===== src/rtl/tinyalu_rtl.sv =====
// rtl/tinyalu_rtl.sv - TinyALU core: one command per start/done handshake, pipelined multiply
// Optional illegal-opcode error reporting when TINYALU_ERR_EN is defined.
module tinyalu_rtl #(
    parameter int DATA_W      = 8,
    parameter int MUL_LATENCY = 3
) (
    input  logic                clk,
    input  logic                reset_n,
    input  logic                start,
    input  logic [2:0]          op,
    input  logic [DATA_W-1:0]   A,
    input  logic [DATA_W-1:0]   B,
    output logic                busy,
    output logic                done,
`ifdef TINYALU_ERR_EN
    output logic                err,
`endif
    output logic [2*DATA_W-1:0] result
);

    localparam int RES_W  = 2 * DATA_W;
    localparam int CNT_W  = 4;
    localparam int STAGES = MUL_LATENCY - 1;

    localparam logic [2:0] OP_NO  = 3'b000;
    localparam logic [2:0] OP_ADD = 3'b001;
    localparam logic [2:0] OP_AND = 3'b010;
    localparam logic [2:0] OP_XOR = 3'b011;
    localparam logic [2:0] OP_MUL = 3'b100;
    localparam logic [2:0] OP_RST = 3'b111;

    typedef enum logic [1:0] {
        S_IDLE = 2'd0,
        S_EXEC = 2'd1,
        S_DONE = 2'd2
    } state_t;

    state_t             state;
    state_t             state_nxt;
    logic [CNT_W-1:0]   cnt;
    logic [DATA_W-1:0]  a_q;
    logic [DATA_W-1:0]  b_q;
    logic [2:0]         op_q;
    logic [RES_W-1:0]   pipe [STAGES];

    function automatic logic is_single(input logic [2:0] o);
        return (o == OP_ADD) || (o == OP_AND) || (o == OP_XOR);
    endfunction

    function automatic logic is_illegal(input logic [2:0] o);
        return (o == 3'b101) || (o == 3'b110);
    endfunction

    always_ff @(posedge clk) begin
        if (!reset_n) begin
            state <= S_IDLE;
        end else begin
            state <= state_nxt;
        end
    end

    always_comb begin
        state_nxt = state;
        case (state)
            S_IDLE: begin
                if (start) begin
                    if (is_single(op)) begin
                        state_nxt = S_DONE;
                    end else if (op == OP_MUL) begin
                        state_nxt = S_EXEC;
                    end
`ifdef TINYALU_ERR_EN
                    else if (is_illegal(op)) begin
                        state_nxt = S_DONE;
                    end
`endif
                end
            end
            S_EXEC: begin
                if (cnt == CNT_W'(MUL_LATENCY - 1)) begin
                    state_nxt = S_DONE;
                end
            end
            S_DONE:  state_nxt = S_IDLE;
            default: state_nxt = S_IDLE;
        endcase
    end

    // Operands are captured once in IDLE so requester changes during EXEC are ignored.
    always_ff @(posedge clk) begin
        if (!reset_n) begin
            a_q    <= '0;
            b_q    <= '0;
            op_q   <= OP_NO;
            cnt    <= '0;
            busy   <= 1'b0;
            done   <= 1'b0;
            result <= '0;
`ifdef TINYALU_ERR_EN
            err    <= 1'b0;
`endif
        end else begin
            done <= 1'b0;
`ifdef TINYALU_ERR_EN
            err  <= 1'b0;
`endif
            case (state)
                S_IDLE: begin
                    if (start) begin
                        a_q  <= A;
                        b_q  <= B;
                        op_q <= op;
                        if (op == OP_RST) begin
                            result <= '0;
                        end
                        if (op == OP_MUL) begin
                            cnt  <= CNT_W'(1);
                            busy <= 1'b1;
                        end
                    end
                end
                S_EXEC: begin
                    cnt <= cnt + CNT_W'(1);
                end
                S_DONE: begin
                    done <= 1'b1;
                    case (op_q)
                        OP_ADD: result <= RES_W'(a_q) + RES_W'(b_q);
                        OP_AND: result <= RES_W'(a_q & b_q);
                        OP_XOR: result <= RES_W'(a_q ^ b_q);
                        OP_MUL: begin
                            result <= pipe[STAGES-1];
                            busy   <= 1'b0;
                            cnt    <= '0;
                        end
                        default: begin
`ifdef TINYALU_ERR_EN
                            err <= is_illegal(op_q);
`endif
                        end
                    endcase
                end
                default: ;
            endcase
        end
    end

    // Free-running product pipe; the last stage is valid when the FSM reaches DONE.
    always_ff @(posedge clk) begin
        if (!reset_n) begin
            for (int i = 0; i < STAGES; i++) begin
                pipe[i] <= '0;
            end
        end else begin
            pipe[0] <= RES_W'(a_q) * RES_W'(b_q);
            for (int i = 1; i < STAGES; i++) begin
                pipe[i] <= pipe[i-1];
            end
        end
    end

endmodule

===== config.mk =====
export PLATFORM = sky130hd
export DESIGN_NAME = tinyalu_rtl
export DESIGN_NICKNAME = d
export VERILOG_FILES = /design/src/rtl/tinyalu_rtl.sv
export SDC_FILE = /design/constraint.sdc
export NUM_CORES = 1
export LEC_CHECK = 0
export ABC_AREA = 1
export CAP_MARGIN = 25
export CELL_PAD_IN_SITES_DETAIL_PLACEMENT = 0
export CELL_PAD_IN_SITES_GLOBAL_PLACEMENT = 1
export CORE_ASPECT_RATIO = 1.75
export CORE_MARGIN = 2
export CORE_UTILIZATION = 47
export CTS_CLUSTER_DIAMETER = 30
export DETAILED_ROUTE_END_ITERATION = 8
export MAX_ROUTING_LAYER = met4
export PLACE_DENSITY_LB_ADDON = 0.1
export REMOVE_ABC_BUFFERS = 1
export SKIP_LAST_GASP = 1
export SLEW_MARGIN = 0
export SYNTH_ARGS = -nofsm -noshare
export SYNTH_HDL_FRONTEND = slang
export SYNTH_SLANG_ARGS = --single-unit

===== constraint.sdc =====
create_clock -name clk -period 6.3 [get_ports clk]
set_clock_uncertainty 0.05 [all_clocks]
set_input_delay 1.89 -clock clk [delete_from_list [all_inputs] [get_ports clk]]
set_output_delay 1.89 -clock clk [all_outputs]
set_load 0.05 [all_outputs]

# Word-level counts from Yosys, hierarchy flattened
# Memory sizes are Yosys's and may differ from the RTL's.
# Cells that the tools add are included.
[totals]
reg_bits = 43
latchBits = 0
ram_bits = 32
rom_bits = 0
inputBits = 22
out_inout_bits = 18
elab_cells = 67
mem_count = 1
[mem_list]
columns = ["memory", "depth", "width", "read_ports", "rd_clocked_by_memory_dff", "write_ports", "line_no", "text"]
rows = [
  ["pipe", 2, 16, 2, 0, 2, "44", "logic [RES_W-1:0] pipe [STAGES];"],
]
[classes]
n_addsub = 2
n_mul = 1
n_div = 0
order_cmp = 0
n_eq_ne = 19
shift = 0
mux = 22
n_bitwise = 4
reduce_logical = 10
[ops]
columns = ["operator", "count"]
rows = [
  ["16-bit 2-to-1 mux", 4],
  ["16-bit one-hot mux with 4 select lines", 1],
  ["16-bit one-hot mux with 2 select lines", 1],
  ["8-bit by 8-bit multiplier with 16-bit output", 1],
  ["3-bit by 2-bit == test with 1-bit output (second input constant)", 4],
  ["4-bit 2-to-1 mux", 3],
  ["4-bit one-hot mux with 3 select lines", 1],
  ["4-bit AND reduction", 3],
  ["2-bit inequality test (second input constant)", 5],
  ["8-bit by 8-bit adder with 9-bit output", 1],
  ["3-bit == test (second input constant)", 3],
  ["8-bit AND", 1],
  ["2-bit 2-to-1 mux", 4],
  ["8-bit bitwise XOR", 1],
  ["3-bit by 1-bit == test with 1-bit output (second input constant)", 2],
  ["1-bit 2-to-1 mux", 6],
  ["5-bit by 2-bit inequality test with 1-bit output (second input constant)", 1],
  ["4-bit by 1-bit adder with 4-bit output (second input constant)", 1],
  ["4-bit by 2-bit == test with 1-bit output (second input constant)", 1],
  ["2-bit one-hot mux with 2 select lines", 1],
  ["3-bit inequality test (second input constant)", 1],
  ["3-bit AND reduction", 1],
  ["3-bit nonzero test", 1],
  ["2-bit by 1-bit == test with 1-bit output (second input constant)", 1],
  ["7 further kinds", 9],
]

# Logic depth before layout (Yosys ltp)
# Gate-level depths: netlist of the first run.
[logic_depth]
depth_word = 6
ltp_mapped = 21

# Least setup slack after synthesis of the first run
# OpenSTA, ideal clock, no wires.
[synth_timing]
path_type = "reg-to-reg"
start = "register b_q[7]"
end = "memory pipe[0][14] (netlist bit)"
setup_ns = 0.113
arrival_time_ns = 3.810
slack_ns = 2.327
path_stages_with_launch = 19
n_path_buf = 1
path_cell_list = "dfxtp_1 clkbuf_1 nand2_1 fa_1 fa_1 inv_1 fa_1 inv_1 fa_1 inv_1 ha_1 a21oi_1 nor2_1 nor2_1 nand2_1 nand2_1 nand2_1 nor2_1 nor2_1"
[synth_lines]
columns = ["element", "line_no", "text"]
rows = [
  ["from (decl)", "42", "logic [DATA_W-1:0] b_q;"],
  ["from (signal assigned)", "93", "b_q <= '0;"],
  ["from (signal assigned)", "111", "b_q <= B;"],
  ["to (decl)", "44", ""],
]

==> metrics.txt, run 1 <==
Max Fanout on Critical Path 9; die height 147 um; FFs w/ async S/R, synth 0; Starting Density 0.480; crit path DAT 4.51 ns; most common cell in the netlist nand2_1; post-cts sizing count 0; via count roughly 4600; placed cell area 0.00594 sq mm; worst vdd ir about 0.15 mV; syn_area_per_cell around 7 sq um; Detail Route Antenna Nets 0; HPWL Detailed between 10000 and 15000 um; clk buf depth 2; synthesized area 0.00553 sq mm; H-tree levels 3; Wirelength per Cell 14.1 um; number of fill cells in the layout ~1200; share of cells above drive strength 1 0.0452; Critical Path RT approximately 6.5 ns; share of the synthesized area in the top cell type 0.271; Pleak between 3 and 4 nW; Worst-path clk slew roughly 0.060 ns; Final Cycle Share 0.681; Fmax ~230 MHz; Post-Synth Simple-Gate Area 0.248; CP top delay family adder cells; Residual DRC 0; Ys Warns 0; fin nets 900; Yosys top cell by area dfxtp_1; crit-path cells ha_1 -> fa_1 -> fa_1 -> fa_1 -> inv_1 -> fa_1 -> inv_1 -> ha_1 -> a21oi_1 -> nor2_1 -> nor2_1 -> nand2_1 -> nand2_1 -> nand2_1 -> nand2_1 -> nand2_1 -> nor2_1; Post-synth top cells nand2_1, inv_1, dfxtp_1; Clock Latency Late Sink around 0.34 ns; ys flop type dfxtp_1; crit end category flip-flop; EDFF count, synth 0; Area growth syn-to-layout 12.6%; DR pass1 iterations 4; crit start category flip-flop; Slew HR 0.338; TNS Setup 0 ns; RSZ-0062 raised after global routing no; CTS tree yes; GRT Total Usage 0.233; hold buffers post-CTS 0; worst stage delay on the critical path approximately 0.55 ns; Synth Area in Adders 0.247; post-synthesis mux area share 0; Final Hold Viols 0; DRT iter0 DRCs ~150; slowest stage cell, crit path fa_1; Buf/Inv on CP 2; Placed Cells 915; CTS Buf Count 9; fin cells 931; Synth Area in XOR/XNOR 0.00317; first-pass GRT wire length 22400 um; setup ws final approximately 2 ns; initial antenna violation count 0; Setup violations, final 0; largest family of logic cells by synthesized area simple AND/OR/NAND/NOR gates; Pins Over Slew Limit 0; Root Buffer clkbuf_16; flops & latches, synth between 70 and 80; vias in the first global route approximately 4700; slew of the pin with the lowest slew margin 0.993 ns; Pwr Density approximately 330 mW/mm^2; I/O Buffers 39; n_diodes 0; minimum clock period around 4.3 ns; Crit Path Class reg -> reg; FP Rows 52; crit-path most repeated cell nand2_1; global placer's final weighted congestion between 0.8 and 0.9; Synth Area in Compound Gates 0.0916; Total Wirelength 13100 um; pre-CTS setup slack between 2 and 2.5 ns; worst min path class reg -> reg; Core Footprint between 0.01 and 0.015 sq mm; clock sinks 75; vias per cell 4.97; Ports 40; Overflow after GRT 0; dominant cells by area after synthesis dfxtp_1, fa_1, nand2_1, ha_1, inv_1; post-synthesis cell count roughly 770; Max-cap violations 0; largest net degree at the start of global routing 56; post-CTS setup repair buffer count 0; Finished Cell Area roughly 0.0062 sq mm; sequential area share after synthesis 0.271; Die X around 86 um; outcome complete, no violations; Die ar. roughly 0.013 sq mm; Netlist cell types 34
[kinds of logic after synthesis]
logic type	after synthesis
buffers and inverters	195
adder cells (fa/ha/maj)	87
AO/OA/AOI/OAI	93
AND/OR/NAND/NOR	319
flip-flops	75
XOR/XNOR	2
[report_power, final]
| group | leakage (nW) | switching [mW] | internal (mW) | total (mW) |
|---|---|---|---|---|
| combinational | 2.74 | 0.545 | 0.312 | 0.857 |
| clock | 0.138 | 0.220 | 0.273 | 0.493 |
| sequential | 0.612 | 0.117 | 0.561 | 0.678 |
[stage by stage]
stage                     utilization  hold WS (ns)  power [mW]
final                           0.541         0.356        2.03
after CTS                       0.541         0.357        2.05
after detailed placement        0.516         0.342        1.55
after global routing            0.541         0.374        2.21
after global placement          0.516         0.341        1.54
after floorplan                     -         0.336        1.29
[worst paths after layout]
check | from | end | slack (ns) | cells past startpoint
min reg2reg | pipe[0][9]$_SDFF_PN0_ | pipe[0][25]$_SDFF_PN0_ | 0.36 | 2
min | pipe[0][9]$_SDFF_PN0_ | pipe[0][25]$_SDFF_PN0_ | 0.36 | 2
max reg2reg | a_q[4]$_SDFFE_PN0P_ | pipe[0][15]$_SDFF_PN0_ | 2.01 | 17
max | a_q[4]$_SDFFE_PN0P_ | pipe[0][15]$_SDFF_PN0_ | 2.01 | 17
[layer usage]
| layer | track usage | part of all wire |
|---|---|---|
| met1 | 0.251 | 0.40 |
| met2 | 0.426 | 0.55 |
| met3 | 0.0313 | 0.027 |
| met4 | 0.0833 | 0.024 |
| met5 | - | 0 |
[worst register-to-register path, cell delays in order, from the launching register on]
cell and delay (ns):
dfxtp_1 0.54, ha_1 0.36, fa_1 0.45, fa_1 0.51, fa_1 0.55, inv_1 0.05
fa_1 0.52, inv_1 0.04, ha_1 0.32, a21oi_1 0.24, nor2_1 0.06, nor2_1 0.09
nand2_1 0.09, nand2_1 0.06, nand2_1 0.05, nand2_1 0.06, nand2_1 0.04, nor2_1 0.13
[sequential cells by signal, summed over array words and instances (netlist names)]
| signal | flops |
|---|---|
| a_q | 8 |
| b_q | 8 |
| busy | 1 |
| cnt | 4 |
| done | 1 |
| op_q | 3 |
| pipe | 32 |
| result | 16 |
| state | 2 |
[area by class of cell]
| cell class | instances | area, sq um | area share |
|---|---|---|---|
| clock buffer | 9 | 225 | 0.0362 |
| clock inverter | 7 | 58.8 | 0.00944 |
| inverter | 164 | 621 | 0.0997 |
| multi-input combinational | 501 | 3260 | 0.523 |
| sequential | 75 | 1500 | 0.241 |
| tap | 135 | 169 | 0.0271 |
| timing repair buffer | 40 | 393 | 0.0631 |
[placed cells by master, fill, tap and decap left out, drive strengths merged]
master         instances
nand3                 40
or2                    1
ha                    50
nand3b                 2
a21oi                 42
inv                  166
clkinvlp               1
o21ai                 41
o21bai                 1
xor2                   2
nand4                 12
o211a                  1
a31oi                  1
clkdlybuf4s50         38
clkbuf                 9
nor2                  70
a21boi                 2
o21a                   3
a21o                   2
buf                    2
nand2                194
dfxtp                 75
clkinv                 4
fa                    37
(Power assumes the default switching activity.)
==> run 2: changes to the inputs <==
--- a/config.mk
+++ b/config.mk
@@ -11,7 +11,7 @@
 export CELL_PAD_IN_SITES_GLOBAL_PLACEMENT = 1
 export CORE_ASPECT_RATIO = 1.75
 export CORE_MARGIN = 2
-export CORE_UTILIZATION = 47
+export CORE_UTILIZATION = 44
 export CTS_CLUSTER_DIAMETER = 30
 export DETAILED_ROUTE_END_ITERATION = 8
 export MAX_ROUTING_LAYER = met4
==> constraint.sdc (replaced) <==
create_clock -name clk -period 4.4 [get_ports clk]
set_clock_uncertainty 0.05 [all_clocks]
set_input_delay 1.32 -clock clk [delete_from_list [all_inputs] [get_ports clk]]
set_output_delay 1.32 -clock clk [all_outputs]
set_load 0.05 [all_outputs]
==> metrics.txt, run 2 (same netlist as run 1, synthesis figures left out) <==
Final Hold Viols 0 (unchanged); Starting Density 0.447 (was 0.480); Max Fanout on Critical Path 9 (unchanged); initial antenna violation count 0 (unchanged); die height 152 um (was 147 um); slowest stage cell, crit path fa_1 (unchanged); Ports 40 (unchanged); most common cell after layout, fill and taps aside nand2_1 (unchanged); Critical Path RT 4.63 ns (was 6.52 ns); CP Launch Point b_q[3]$_SDFFE_PN0P_ (was a_q[4]$_SDFFE_PN0P_); FF-to-FF End pipe[0][14]$_SDFF_PN0_ (was pipe[0][15]$_SDFF_PN0_); setup slack, reg-to-reg 0.26 ns (was 2.01 ns); Regs by FF count pipe: 32 flops, result: 16 flops (unchanged); Final Cycle Share 0.940 (was 0.681); worst min path class reg -> reg (unchanged); I/O Buffers 39 (unchanged); Area growth syn-to-layout 14.5% (was 12.6%); crit path to pipe[0][14]$_SDFF_PN0_ (was pipe[0][15]$_SDFF_PN0_); via count 4624 (was 4631); CTS tree yes (unchanged); Reg with most FFs pipe (unchanged); Wirelength per Cell 14.0 um (was 14.1 um); vias per cell 4.76 (was 4.97); crit-path most repeated cell nand2_1 (unchanged); H-tree levels 3 (unchanged); Overflow after GRT 0 (unchanged); Pwr Density 464 mW/mm^2 (was 326 mW/mm^2); Setup violations, final 0 (unchanged); HPWL Detailed 10800 um (was 10300 um); outcome complete, no violations (unchanged); Core Footprint 0.0124 sq mm (was 0.0115 sq mm); worst vdd ir 0.201 mV (was 0.153 mV); Residual DRC 0 (unchanged); crit start category flip-flop (unchanged); share of cells above drive strength 1 0.0648 (was 0.0452); Pleak 3.52 nW (was 3.49 nW); Root Buffer clkbuf_16 (unchanged); vias in the first global route 4545 (was 4690); slew of the pin with the lowest slew margin 0.789 ns (was 0.993 ns); crit end category flip-flop (unchanged); Slew HR 0.473 (was 0.338); CTS Buf Count 9 (unchanged); number of fill cells in the layout 1265 (was 1157); crit-path cells nand2_1 -> fa_1 -> fa_1 -> inv_1 -> fa_1 -> inv_1 -> fa_1 -> inv_1 -> ha_1 -> a21oi_1 -> nor2_1 -> nor2_1 -> nand2_1 -> nand2_1 -> nand2_1 -> nand2_1 -> nand2_1 -> nor2_1 (was ha_1 -> fa_1 -> fa_1 -> fa_1 -> inv_1 -> fa_1 -> inv_1 -> ha_1 -> a21oi_1 -> nor2_1 -> nor2_1 -> nand2_1 -> nand2_1 -> nand2_1 -> nand2_1 -> nand2_1 -> nor2_1); RSZ-0062 raised after global routing no (unchanged); Detail Route Antenna Nets 0 (unchanged); Max-cap violations 0 (unchanged); cell count of the worst reg-to-reg path 18 (was 17); clock sinks 75 (unchanged); GRT Total Usage 0.222 (was 0.233); Buf/Inv on CP 3 (was 2); utilization after layout 0.512 (was 0.541); Die X 88.7 um (was 86 um); global placer's final weighted congestion 0.850 (was 0.893); Total Wirelength 13600 um (was 13100 um); max reg flops 32 (unchanged); Pins Over Slew Limit 0 (unchanged); CP top delay family adder cells (unchanged); hold buffers post-CTS 0 (unchanged); Die ar. 0.0135 sq mm (was 0.0127 sq mm); Fmax 242 MHz (was 233 MHz); RR Startpoint b_q[3]$_SDFFE_PN0P_ (was a_q[4]$_SDFFE_PN0P_); TNS Setup 0 ns (unchanged); Crit Path Class reg -> reg (unchanged); DR pass1 iterations 5 (was 4); most frequent cells in the layout nand2_1, inv_1, nor2_1 (was nand2_1, inv_1, dfxtp_1); minimum clock period 4.14 ns (was 4.29 ns); n_diodes 0 (unchanged); Worst-path clk slew 0.06 ns (about the same); fin nets 907 (was 900); clk buf depth 2 (unchanged); Clock Latency Late Sink 0.34 ns (about the same); WP depth 18 (was 17); crit path DAT 4.36 ns (was 4.51 ns); worst stage delay on the critical path 0.54 ns (was 0.55 ns); largest net degree at the start of global routing 55 (was 56); DRT iter0 DRCs 136 (was 145); FP Rows 54 (was 52); first-pass GRT wire length 22400 um (about the same)
## run 2: changes by cell type in the layout (fill, tap and decap cells not counted)
cell,previous run,this run
clkinv_4,2,0
inv_6,2,3
clkinvlp_4,1,2
buf_4,1,8
dfxtp_2,0,8
dfxtp_1,75,67
ha_2,0,1
ha_1,50,49
## run 2: worst min-delay path by stage
stage | startpoint | to | slack (ns) | depth (start not counted)
CTS | pipe[0][9]$_SDFF_PN0_ | pipe[0][25]$_SDFF_PN0_ | 0.35 | 2
global route | pipe[0][3]$_SDFF_PN0_ | pipe[0][19]$_SDFF_PN0_ | 0.37 | 2
floorplan | pipe[0][9]$_SDFF_PN0_ | pipe[0][25]$_SDFF_PN0_ | 0.34 | 2
finish | pipe[0][9]$_SDFF_PN0_ | pipe[0][25]$_SDFF_PN0_ | 0.35 | 2
global placement | pipe[0][9]$_SDFF_PN0_ | pipe[0][25]$_SDFF_PN0_ | 0.34 | 2
detailed placement | pipe[0][9]$_SDFF_PN0_ | pipe[0][25]$_SDFF_PN0_ | 0.34 | 2
## run 2: final cells by class
type	count	area, sq um	area share
inverters	164	621	0.0980
repair buffers	47	445	0.0703
clock inverters	7	57.6	0.00909
clock buffers	9	225	0.0356
flip-flops and latches	75	1510	0.239
multi-input cells	501	3260	0.515
well taps	168	210	0.0332
## run 2: worst reg2reg max path, stage by stage (launching register included)
cell and delay [ns]:
dfxtp_1 0.51, nand2_1 0.12, fa_1 0.49, fa_1 0.50
inv_1 0.05, fa_1 0.54, inv_1 0.06, fa_1 0.54
inv_1 0.04, ha_1 0.34, a21oi_1 0.24, nor2_1 0.07
nor2_1 0.08, nand2_1 0.11, nand2_1 0.08, nand2_1 0.06
nand2_1 0.06, nand2_1 0.05, nor2_1 0.09
## run 2: metrics by stage
stage / power [mW] / hold WS (ns) / instance area (sq um) / worst slack (ns) / std cells
global route: 3.20 / 0.371 / 6330 / 0.0118 / 971
finish: 2.94 / 0.353 / 6330 / 0.265 / 971
floorplan: 1.84 / 0.336 / 5380 / 0.496 / 740
CTS: 2.97 / 0.354 / 6320 / 0.168 / 971
detailed placement: 2.24 / 0.345 / 6040 / 0.195 / 955
global placement: 2.23 / 0.340 / 6040 / 0.270 / 955
## run 2: repair_timing
| item | in CTS | in global routing |
|---|---|---|
| setup buffers | 0 | 0 |
| resized for setup | 0 | 9 |
| endpoints found under the setup margin | 0 | 5 |
## run 2: metal layers
metal	track usage	wire [um]
met5	-	0
met4	0.0707	320
met3	0.0309	335
met2	0.401	7580
met1	0.244	5350
## run 2: power by group
part / leakage [nW] / total [mW] / internal, mW / switching (mW)
registers: 0.614 / 0.951 / 0.808 / 0.143
logic: 2.77 / 1.28 / 0.464 / 0.813
clock network: 0.135 / 0.707 / 0.391 / 0.317
total: 3.52 / 2.94 / 1.66 / 1.27
